### config.mk
export PLATFORM = sky130hd
export DESIGN_NAME = hydra_router
export DESIGN_NICKNAME = d
export VERILOG_FILES = /design/src/rtl/hydra_pkg.sv /design/src/rtl/hydra_fwd_fifo.sv /design/src/rtl/hydra_router.sv
export SDC_FILE = /design/constraint.sdc
export NUM_CORES = 1
export LEC_CHECK = 0
export BUFFER_PORTS_ARGS = -buffer_cell sky130_fd_sc_hd__buf_2
export CAP_MARGIN = 20
export CORE_MARGIN = 4
export CORE_UTILIZATION = 35
export DETAILED_ROUTE_END_ITERATION = 16
export GPL_TIMING_DRIVEN = 0
export PLACE_DENSITY_LB_ADDON = 0.25
export SKIP_CTS_REPAIR_TIMING = 1
export SLEW_MARGIN = 20
export SYNTH_ARGS = -nofsm -noshare
export SYNTH_HDL_FRONTEND = slang
export SYNTH_SLANG_ARGS = --single-unit
### constraint.sdc
create_clock -name clk -period 12.7 [get_ports clk]
set_input_delay 2.54 -clock clk [delete_from_list [all_inputs] [get_ports clk]]
set_output_delay 2.54 -clock clk [all_outputs]
set_load 0.02 [all_outputs]
### src/rtl/hydra_pkg.sv
// Shared packet-format definitions for the Hydra router: header field positions,
// packet types, routing classes and the classifier used at ingress.
package hydra_pkg;

  localparam int TYPE_LSB = 0;
  localparam int TYPE_W   = 2;
  localparam int ID_LSB   = 2;
  localparam int ID_W     = 8;

  localparam logic DIR_UP = 1'b0;
  localparam logic DIR_DN = 1'b1;

  typedef enum logic [1:0] {
    PKT_DATA   = 2'b00,
    PKT_DATA_X = 2'b01,
    PKT_CFG    = 2'b10,
    PKT_CFG_X  = 2'b11
  } pkt_type_t;

  typedef enum logic [1:0] {
    ROUTE_LOCAL  = 2'd0,
    ROUTE_FWD_UP = 2'd1,
    ROUTE_FWD_DN = 2'd2
  } route_t;

  // Config packets addressed to us (or broadcast) are local; other config goes
  // downstream and plain data always heads upstream.
  function automatic route_t classify(input pkt_type_t typ, input logic [ID_W-1:0] id,
                                      input logic [ID_W-1:0] chip_id,
                                      input logic [ID_W-1:0] global_id);
    if (typ == PKT_DATA || typ == PKT_DATA_X) return ROUTE_FWD_UP;
    if (id == chip_id || id == global_id) return ROUTE_LOCAL;
    return ROUTE_FWD_DN;
  endfunction

endpackage

### src/rtl/hydra_fwd_fifo.sv
// Synchronous bypass FIFO holding {dir, packet} entries for forwarded traffic.
// A push into a full FIFO is accepted when a pop happens in the same cycle.
module hydra_fwd_fifo #(
  parameter int WIDTH = 64,
  parameter int DEPTH = 8
) (
  input  logic                     clk,
  input  logic                     reset_n_clk,
  input  logic                     push,
  input  logic [WIDTH-1:0]         wdata,
  input  logic                     pop,
  output logic [WIDTH-1:0]         rdata,
  output logic                     full,
  output logic                     empty,
  output logic [$clog2(DEPTH):0]   level
);
  localparam int AW = $clog2(DEPTH);
  localparam int LW = AW + 1;

  logic [WIDTH-1:0] mem [DEPTH];
  logic [AW-1:0]    wr_ptr;
  logic [AW-1:0]    rd_ptr;
  logic             do_push;
  logic             do_pop;

  assign empty   = (level == '0);
  assign full    = (level == LW'(DEPTH));
  assign do_pop  = pop & ~empty;
  assign do_push = push & (~full | do_pop);
  assign rdata   = mem[rd_ptr];

  always_ff @(posedge clk or negedge reset_n_clk) begin
    if (!reset_n_clk) begin
      wr_ptr <= '0;
      rd_ptr <= '0;
      level  <= '0;
    end else begin
      if (do_push) wr_ptr <= wr_ptr + 1'b1;
      if (do_pop)  rd_ptr <= rd_ptr + 1'b1;
      case ({do_push, do_pop})
        2'b10:   level <= level + 1'b1;
        2'b01:   level <= level - 1'b1;
        default: ;
      endcase
    end
  end

  always_ff @(posedge clk) begin
    if (do_push) mem[wr_ptr] <= wdata;
  end

endmodule

### src/rtl/hydra_router.sv
// Hydra N-port packet router: round-robin ingress, local config delivery to
// comms_ctrl, bypass forwarding and fair multicast egress against the shared FIFO.
module hydra_router
  import hydra_pkg::*;
#(
  parameter int         WIDTH     = 64,
  parameter int         NUM_PORTS = 4,
  parameter int         FWD_DEPTH = 8,
  parameter logic [7:0] GLOBAL_ID = 8'hFF
) (
  input  logic                             clk,
  input  logic                             reset_n_clk,
  input  logic [NUM_PORTS*(WIDTH-1)-1:0]   rx_data,
  input  logic [NUM_PORTS-1:0]             rx_empty,
  output logic [NUM_PORTS-1:0]             uld_rx_data,
  input  logic [NUM_PORTS-1:0]             enable_posi,
  input  logic [NUM_PORTS-1:0]             enable_piso_upstream,
  input  logic [NUM_PORTS-1:0]             enable_piso_downstream,
  input  logic [NUM_PORTS-1:0]             tx_busy,
  output logic [NUM_PORTS-1:0]             ld_tx_data,
  output logic [WIDTH-2:0]                 tx_data,
  input  logic [7:0]                       chip_id,
  output logic [WIDTH-2:0]                 local_data,
  output logic                             local_flag,
  input  logic                             comms_busy,
  input  logic [WIDTH-2:0]                 fifo_data,
  input  logic                             fifo_valid,
  output logic                             fifo_ack,
  output logic [$clog2(FWD_DEPTH):0]       fwd_level,
  output logic [15:0]                      discard_count
);
  localparam int DW = WIDTH - 1;
  localparam int PW = $clog2(NUM_PORTS);

  localparam logic [1:0] I_IDLE  = 2'd0;
  localparam logic [1:0] I_CLASS = 2'd1;
  localparam logic [1:0] I_LOCAL = 2'd2;
  localparam logic [1:0] I_ENQ   = 2'd3;

  localparam logic [1:0] E_IDLE  = 2'd0;
  localparam logic [1:0] E_WAIT  = 2'd1;
  localparam logic [1:0] E_LOAD  = 2'd2;

  function automatic logic [15:0] sat_inc(input logic [15:0] cnt, input logic [1:0] inc);
    logic [16:0] sum;
    sum = {1'b0, cnt} + {15'd0, inc};
    return sum[16] ? 16'hFFFF : sum[15:0];
  endfunction

  logic [DW-1:0]        rx_pkt [NUM_PORTS];
  logic [NUM_PORTS-1:0] rx_ready;
  logic [1:0]           i_state;
  logic [PW-1:0]        rr_ptr;
  logic [PW-1:0]        scan_idx;
  logic [PW-1:0]        pick_idx;
  logic                 pick_vld;
  logic [DW-1:0]        in_data;
  route_t               in_route;
  logic                 in_is_global;
  logic                 in_dir;
  logic [NUM_PORTS-1:0] in_mask;
  logic                 ing_disc;

  logic                 fwd_push;
  logic                 fwd_pop;
  logic [WIDTH-1:0]     fwd_rdata;
  logic                 fwd_full;
  logic                 fwd_empty;
  logic [NUM_PORTS-1:0] fwd_mask;

  logic [1:0]           e_state;
  logic                 e_sel_fwd;
  logic                 last_fwd;
  logic                 loc_rdy;
  logic                 e_pick_fwd;
  logic                 e_pick_loc;
  logic [NUM_PORTS-1:0] eg_mask;
  logic                 eg_disc;
  logic [1:0]           disc_inc;

  assign rx_ready = ~rx_empty & enable_posi;

  always_comb begin
    for (int p = 0; p < NUM_PORTS; p++) rx_pkt[p] = rx_data[p*DW +: DW];
  end

  // Scan downwards so the port closest to the pointer is the final winner.
  always_comb begin
    pick_vld = 1'b0;
    pick_idx = '0;
    scan_idx = '0;
    for (int k = NUM_PORTS - 1; k >= 0; k--) begin
      scan_idx = PW'((int'(rr_ptr) + k) % NUM_PORTS);
      if (rx_ready[scan_idx]) begin
        pick_vld = 1'b1;
        pick_idx = scan_idx;
      end
    end
  end

  assign in_route     = classify(pkt_type_t'(in_data[TYPE_LSB +: TYPE_W]),
                                 in_data[ID_LSB +: ID_W], chip_id, GLOBAL_ID);
  assign in_is_global = (in_data[ID_LSB +: ID_W] == GLOBAL_ID);
  assign in_dir       = (in_route == ROUTE_FWD_UP) ? DIR_UP : DIR_DN;
  assign in_mask      = (in_dir == DIR_DN) ? enable_piso_downstream : enable_piso_upstream;
  assign ing_disc     = (i_state == I_ENQ) && (in_mask == '0);
  assign fwd_push     = (i_state == I_ENQ) && (in_mask != '0) && (!fwd_full || fwd_pop);

  // Ingress FSM
  always_ff @(posedge clk or negedge reset_n_clk) begin
    if (!reset_n_clk) begin
      i_state     <= I_IDLE;
      rr_ptr      <= '0;
      uld_rx_data <= '0;
      local_flag  <= 1'b0;
      local_data  <= '0;
    end else begin
      uld_rx_data <= '0;
      local_flag  <= 1'b0;
      case (i_state)
        I_IDLE: begin
          if (pick_vld) begin
            uld_rx_data <= NUM_PORTS'(1) << pick_idx;
            rr_ptr      <= (pick_idx == PW'(NUM_PORTS - 1)) ? '0 : pick_idx + 1'b1;
            i_state     <= I_CLASS;
          end
        end
        I_CLASS: i_state <= (in_route == ROUTE_LOCAL) ? I_LOCAL : I_ENQ;
        I_LOCAL: begin
          if (!comms_busy) begin
            local_flag <= 1'b1;
            local_data <= in_data;
            i_state    <= in_is_global ? I_ENQ : I_IDLE;
          end
        end
        I_ENQ: begin
          if (ing_disc || fwd_push) i_state <= I_IDLE;
        end
        default: i_state <= I_IDLE;
      endcase
    end
  end

  always_ff @(posedge clk) begin
    if (i_state == I_IDLE && pick_vld) in_data <= rx_pkt[pick_idx];
  end

  hydra_fwd_fifo #(
    .WIDTH (WIDTH),
    .DEPTH (FWD_DEPTH)
  ) u_fwd_fifo (
    .clk         (clk),
    .reset_n_clk (reset_n_clk),
    .push        (fwd_push),
    .wdata       ({in_dir, in_data}),
    .pop         (fwd_pop),
    .rdata       (fwd_rdata),
    .full        (fwd_full),
    .empty       (fwd_empty),
    .level       (fwd_level)
  );

  assign fwd_mask   = (fwd_rdata[WIDTH-1] == DIR_DN) ? enable_piso_downstream : enable_piso_upstream;
  assign loc_rdy    = fifo_valid && (enable_piso_upstream != '0);
  assign e_pick_fwd = !fwd_empty && (!loc_rdy || !last_fwd);
  assign e_pick_loc = loc_rdy && !e_pick_fwd;
  assign eg_mask    = e_sel_fwd ? fwd_mask : enable_piso_upstream;

  // A forward entry with nowhere to go is dropped; a local one simply waits.
  always_comb begin
    fwd_pop = 1'b0;
    eg_disc = 1'b0;
    case (e_state)
      E_IDLE: begin
        if (e_pick_fwd && fwd_mask == '0) begin
          fwd_pop = 1'b1;
          eg_disc = 1'b1;
        end
      end
      E_WAIT: begin
        if (e_sel_fwd && fwd_mask == '0) begin
          fwd_pop = 1'b1;
          eg_disc = 1'b1;
        end
      end
      E_LOAD:  fwd_pop = e_sel_fwd;
      default: ;
    endcase
  end

  // Egress FSM
  always_ff @(posedge clk or negedge reset_n_clk) begin
    if (!reset_n_clk) begin
      e_state    <= E_IDLE;
      e_sel_fwd  <= 1'b0;
      last_fwd   <= 1'b0;
      ld_tx_data <= '0;
      fifo_ack   <= 1'b0;
      tx_data    <= '0;
    end else begin
      ld_tx_data <= '0;
      fifo_ack   <= 1'b0;
      case (e_state)
        E_IDLE: begin
          if (e_pick_fwd && fwd_mask != '0) begin
            e_sel_fwd <= 1'b1;
            last_fwd  <= 1'b1;
            e_state   <= E_WAIT;
          end else if (e_pick_loc) begin
            e_sel_fwd <= 1'b0;
            last_fwd  <= 1'b0;
            e_state   <= E_WAIT;
          end
        end
        E_WAIT: begin
          if (eg_mask == '0) begin
            e_state <= E_IDLE;
          end else if ((eg_mask & tx_busy) == '0) begin
            ld_tx_data <= eg_mask;
            fifo_ack   <= !e_sel_fwd;
            tx_data    <= e_sel_fwd ? fwd_rdata[DW-1:0] : fifo_data;
            e_state    <= E_LOAD;
          end
        end
        E_LOAD:  e_state <= E_IDLE;
        default: e_state <= E_IDLE;
      endcase
    end
  end

  assign disc_inc = {1'b0, ing_disc} + {1'b0, eg_disc};

  always_ff @(posedge clk or negedge reset_n_clk) begin
    if (!reset_n_clk) discard_count <= '0;
    else if (disc_inc != 2'd0) discard_count <= sat_inc(discard_count, disc_inc);
  end

endmodule

==> impl_metrics.py <==
metrics = {
    "critical_path": {
        "critical_setup_path_class": "in -> reg",
        "timing.critical_path.arrival_ns": 6.67,
        "path_cells": "buf_2 > nor4_1 > nor2_1 > o31ai_1 > a22oi_1 > o21a_1 > a31o_2 > clkbuf_1 > nor4_2 > buf_4 > buf_2 > buf_2 > buf_2 > buf_2",
        "crit_slowest_cell": "nor4_2",
        "critical-path-top-cell-by-count": "buf_2",
        "critPathMaxFanout": 10,
        "critPathCaptureType": "register",
        "r2r_cells": 14,
        "worstPathRequired_ns": 13.01,
        "critical_path.max_stage_delay_ns": 0.80,
        "crit_path_start_kind": "primary input",
    },
    "timing": {
        "post-route-worst-setup-slack_ns": 6.34,
        "maxSlewHeadroom_pct": 24.4,
        "finalClockSkew_ns": 0.0252,
        "finalSetupViolations": 0,
        "rsz0062_at_grt": "false",
        "timing_max_transition_violations_final": 0,
        "timing.final.crit_share_pct": 50.1,
        "timing.final.crit_period_ns": 6.36,
        "slew_at_the_pin_closest_to_its_max_slew_limit_ns": 1.13,
        "hold_violations": 0,
        "worst_case_hold_slack_ns": 0.501,
        "final.setup.tns_ns": 0,
        "fmax_mhz": 157,
    },
    "synth": {
        "synth_enable_flop_cells": 575,
        "synth.avg_cell_area_sq_um": 18.1,
        "async_reset_ff_share_pct": 22.7,
        "area_share_of_the_largest_cell_type_after_synthesis_pct": 56.1,
        "synth-seq-cells": 744,
        "synth_seq_area_share_pct": 69.8,
        "synth-main-ff-cell": "edfxtp_1",
        "synth.lib_cells_used.distinct": 53,
        "synth.largest_area_cell": "edfxtp_1",
        "synth.net_count": 2059,
        "synthTopCellsByArea": "edfxtp_1, dfrtp_1, mux4_2",
        "yosysWarningCount": 0,
        "syn-instance-count": 1697,
        "syn-cell-area_sq_um": 30800,
    },
    "final_layout": {
        "fin_area_sq_um": 38300,
        "fillers": 7722,
        "area_growth_syn_to_layout_pct": 24.2,
        "finish.cell_count_without_fillers": 3623,
        "layout_common_cells": "buf_2, edfxtp_1, mux2i_1, dfrtp_1",
        "post-route-util_pct": 44.0,
        "num-nets-final": 2760,
        "post_route_cells_drive_above_1_share_pct": 42.2,
    },
    "grt": {
        "global_route.usage.total_pct": 17.9,
        "antenna_violations_before_repair": 8,
        "grt_overflow_total": 0,
        "grt_pass1_wl_microns": 124000,
        "grt_util_met1_pct": 24.0,
        "grt_util_met2_pct": 30.1,
        "met3_usage_pct": 2.97,
        "grt-busiest-layer": "met2",
        "first_global_vias": 19100,
        "grt_start_max_net_pins": 90,
    },
    "route": {
        "antenna_violating_nets_post_route": 0,
        "dr_total_vias": 18000,
        "drt-initial-drc-count": 1189,
        "viasPerCell": 4.96,
        "drt_pass1_iterations": 5,
        "wirelength_microns": 84200,
        "mean_routed_wirelength_per_cell_microns": 23.3,
        "drcViolationCount": 0,
    },
    "die": {
        "std_cell_rows": 108,
        "die_x_microns": 305,
        "die_outline_area_sq_um": 92800,
        "io_pins": 503,
        "placeableCoreArea_sq_um": 87000,
        "die-height_microns": 305,
        "initial_core_util_pct": 35.4,
    },
    "clock_tree": {
        "clk_pin_slew_worst_setup_hold_paths_ns": 0.06,
        "ctsRootBufferMaster": "clkbuf_16",
        "cts_num_sinks": 744,
        "worst_skew_pair.late_latency_ns": 0.62,
        "clk_path_buf_depth": 3,
        "clock_tree.htree_level_count": 3,
        "total_cts_buffers": 81,
        "tritoncts_clock_tree": "built",
    },
    "pwr": {
        "ir_drop_mv": 0.0976,
        "p_int_mw": 5.82,
        "power.share.combinational_pct": 33.5,
        "fin_total_pwr_mw": 8.77,
        "switching_share_pct": 33.7,
        "p_switching_mw": 2.96,
        "power_frac_seq_pct": 40.5,
        "clock_power_share_pct": 26.0,
        "power-per-cell-area_nw_per_um2": 229,
        "leakage_dissipation_nw": 14.8,
    },
    "placement": {
        "post-dp-hpwl_microns": 62600,
        "numPortBuffers": 502,
        "dp.cells": 3468,
        "final_weighted_congestion_of_routability_driven_global_placement": 0.802,
        "pre_cts_ws_ns": 5.71,
        "placement.cell_area_sq_um": 35600,
    },
    "hold_path": {
        "worst_hold_path_class": "reg -> reg",
        "min_delay_path_depth": 1,
    },
    "status": {
        "status": "finished, final reports clean",
    },
    "job": {
        "cap_violations": 0,
    },
}
metal layers:
metal / part of all wire (%) / wire (microns) / vias up
li1: - / - / 8067
met1: 43 / 36000 / 9245
met2: 50 / 41900 / 562
met3: 5.3 / 4450 / 92
met4: 2.3 / 1900 / 0
met5: 0 / 0 / -
sequential cells by signal, indices dropped and copies added (netlist names):
register,cells
u_fwd_fifo.mem,512
in_data,63
local_data,63
tx_data,63
discard_count,16
ld_tx_data,4
u_fwd_fifo.level,4
uld_rx_data,4
u_fwd_fifo.rd_ptr,3
u_fwd_fifo.wr_ptr,3
e_state,2
i_state,2
rr_ptr,2
fifo_ack,1
last_fwd,1
local_flag,1
area by class of cell:
type	count	area, sq um	share of cell area [%]
Sequential cell	744	21500	56.2
Clock inverter	38	324	0.847
Inverter	17	63.8	0.167
Clock buffer	112	2270	5.93
Buffer	92	389	1.02
Antenna cell	3	7.51	0.0196
Multi-Input combinational cell	844	8930	23.3
Timing Repair Buffer	618	3340	8.74
Tap cell	1155	1450	3.78
cell families after synthesis:
logic type	share of synthesized area, %
AOI/OAI and AO/OA	2.02
adders and majority gates	0.658
xor gates and xnor gates	0.682
buffers and inverters	1.43
DFF	69.8
and+or+nand+nor	2.72
muxes	22.7
power by group through the flow:
stage / Combinational [mW] / Sequential (mW) / Clock (mW)
after detailed placement: 3.00 / 3.61 / 0
after global routing: 3.18 / 3.61 / 2.45
after CTS: 3.01 / 3.56 / 2.35
final: 2.94 / 3.55 / 2.28
after floorplan: 1.62 / 3.81 / 0
after global placement: 2.88 / 3.65 / 0
final timing paths:
path	start	to	slack [ns]
worst max register to register	u_fwd_fifo.rd_ptr[0]$_DFFE_PN0P_	u_fwd_fifo.mem[4][32]$_DFFE_PP_	8.16
min in group asynchronous	reset_n_clk	tx_data[14]$_DFFE_PN0P_	1.73
max in group asynchronous	reset_n_clk	local_data[49]$_DFFE_PN0P_	10.20
worst max-delay path	enable_piso_upstream[2]	u_fwd_fifo.mem[4][32]$_DFFE_PP_	6.34
worst min register to register	tx_data[19]$_DFFE_PN0P_	tx_data[19]$_DFFE_PN0P_	0.50
worst min-delay path	tx_data[19]$_DFFE_PN0P_	tx_data[19]$_DFFE_PN0P_	0.50
cells in the mapped netlist, drive strengths merged, types with 2 or more instances:
| library cell | count |
|---|---|
| a211oi | 2 |
| a21oi | 77 |
| a22oi | 2 |
| a31oi | 3 |
| and2 | 6 |
| and3 | 2 |
| and4 | 2 |
| buf | 41 |
| clkbuf | 51 |
| dfrtp | 169 |
| edfxtp | 575 |
| fa | 2 |
| ha | 13 |
| inv | 17 |
| mux2 | 132 |
| mux2i | 264 |
| mux4 | 126 |
| nand2 | 29 |
| nand2b | 7 |
| nand3 | 7 |
| nand4 | 4 |
| nor2 | 87 |
| nor2b | 10 |
| nor3 | 6 |
| nor4 | 9 |
| nor4b | 2 |
| o211ai | 2 |
| o21ai | 8 |
| o31ai | 2 |
| xnor2 | 7 |
| xor2 | 17 |
critical path: cells and delay by family:
kind	cells	cell delay (ns)
AO/OA/AOI/OAI	4	0.90
buffers and inverters	7	1.67
AND/OR/NAND/NOR	3	1.54
Power figures use the tool's default switching activity.
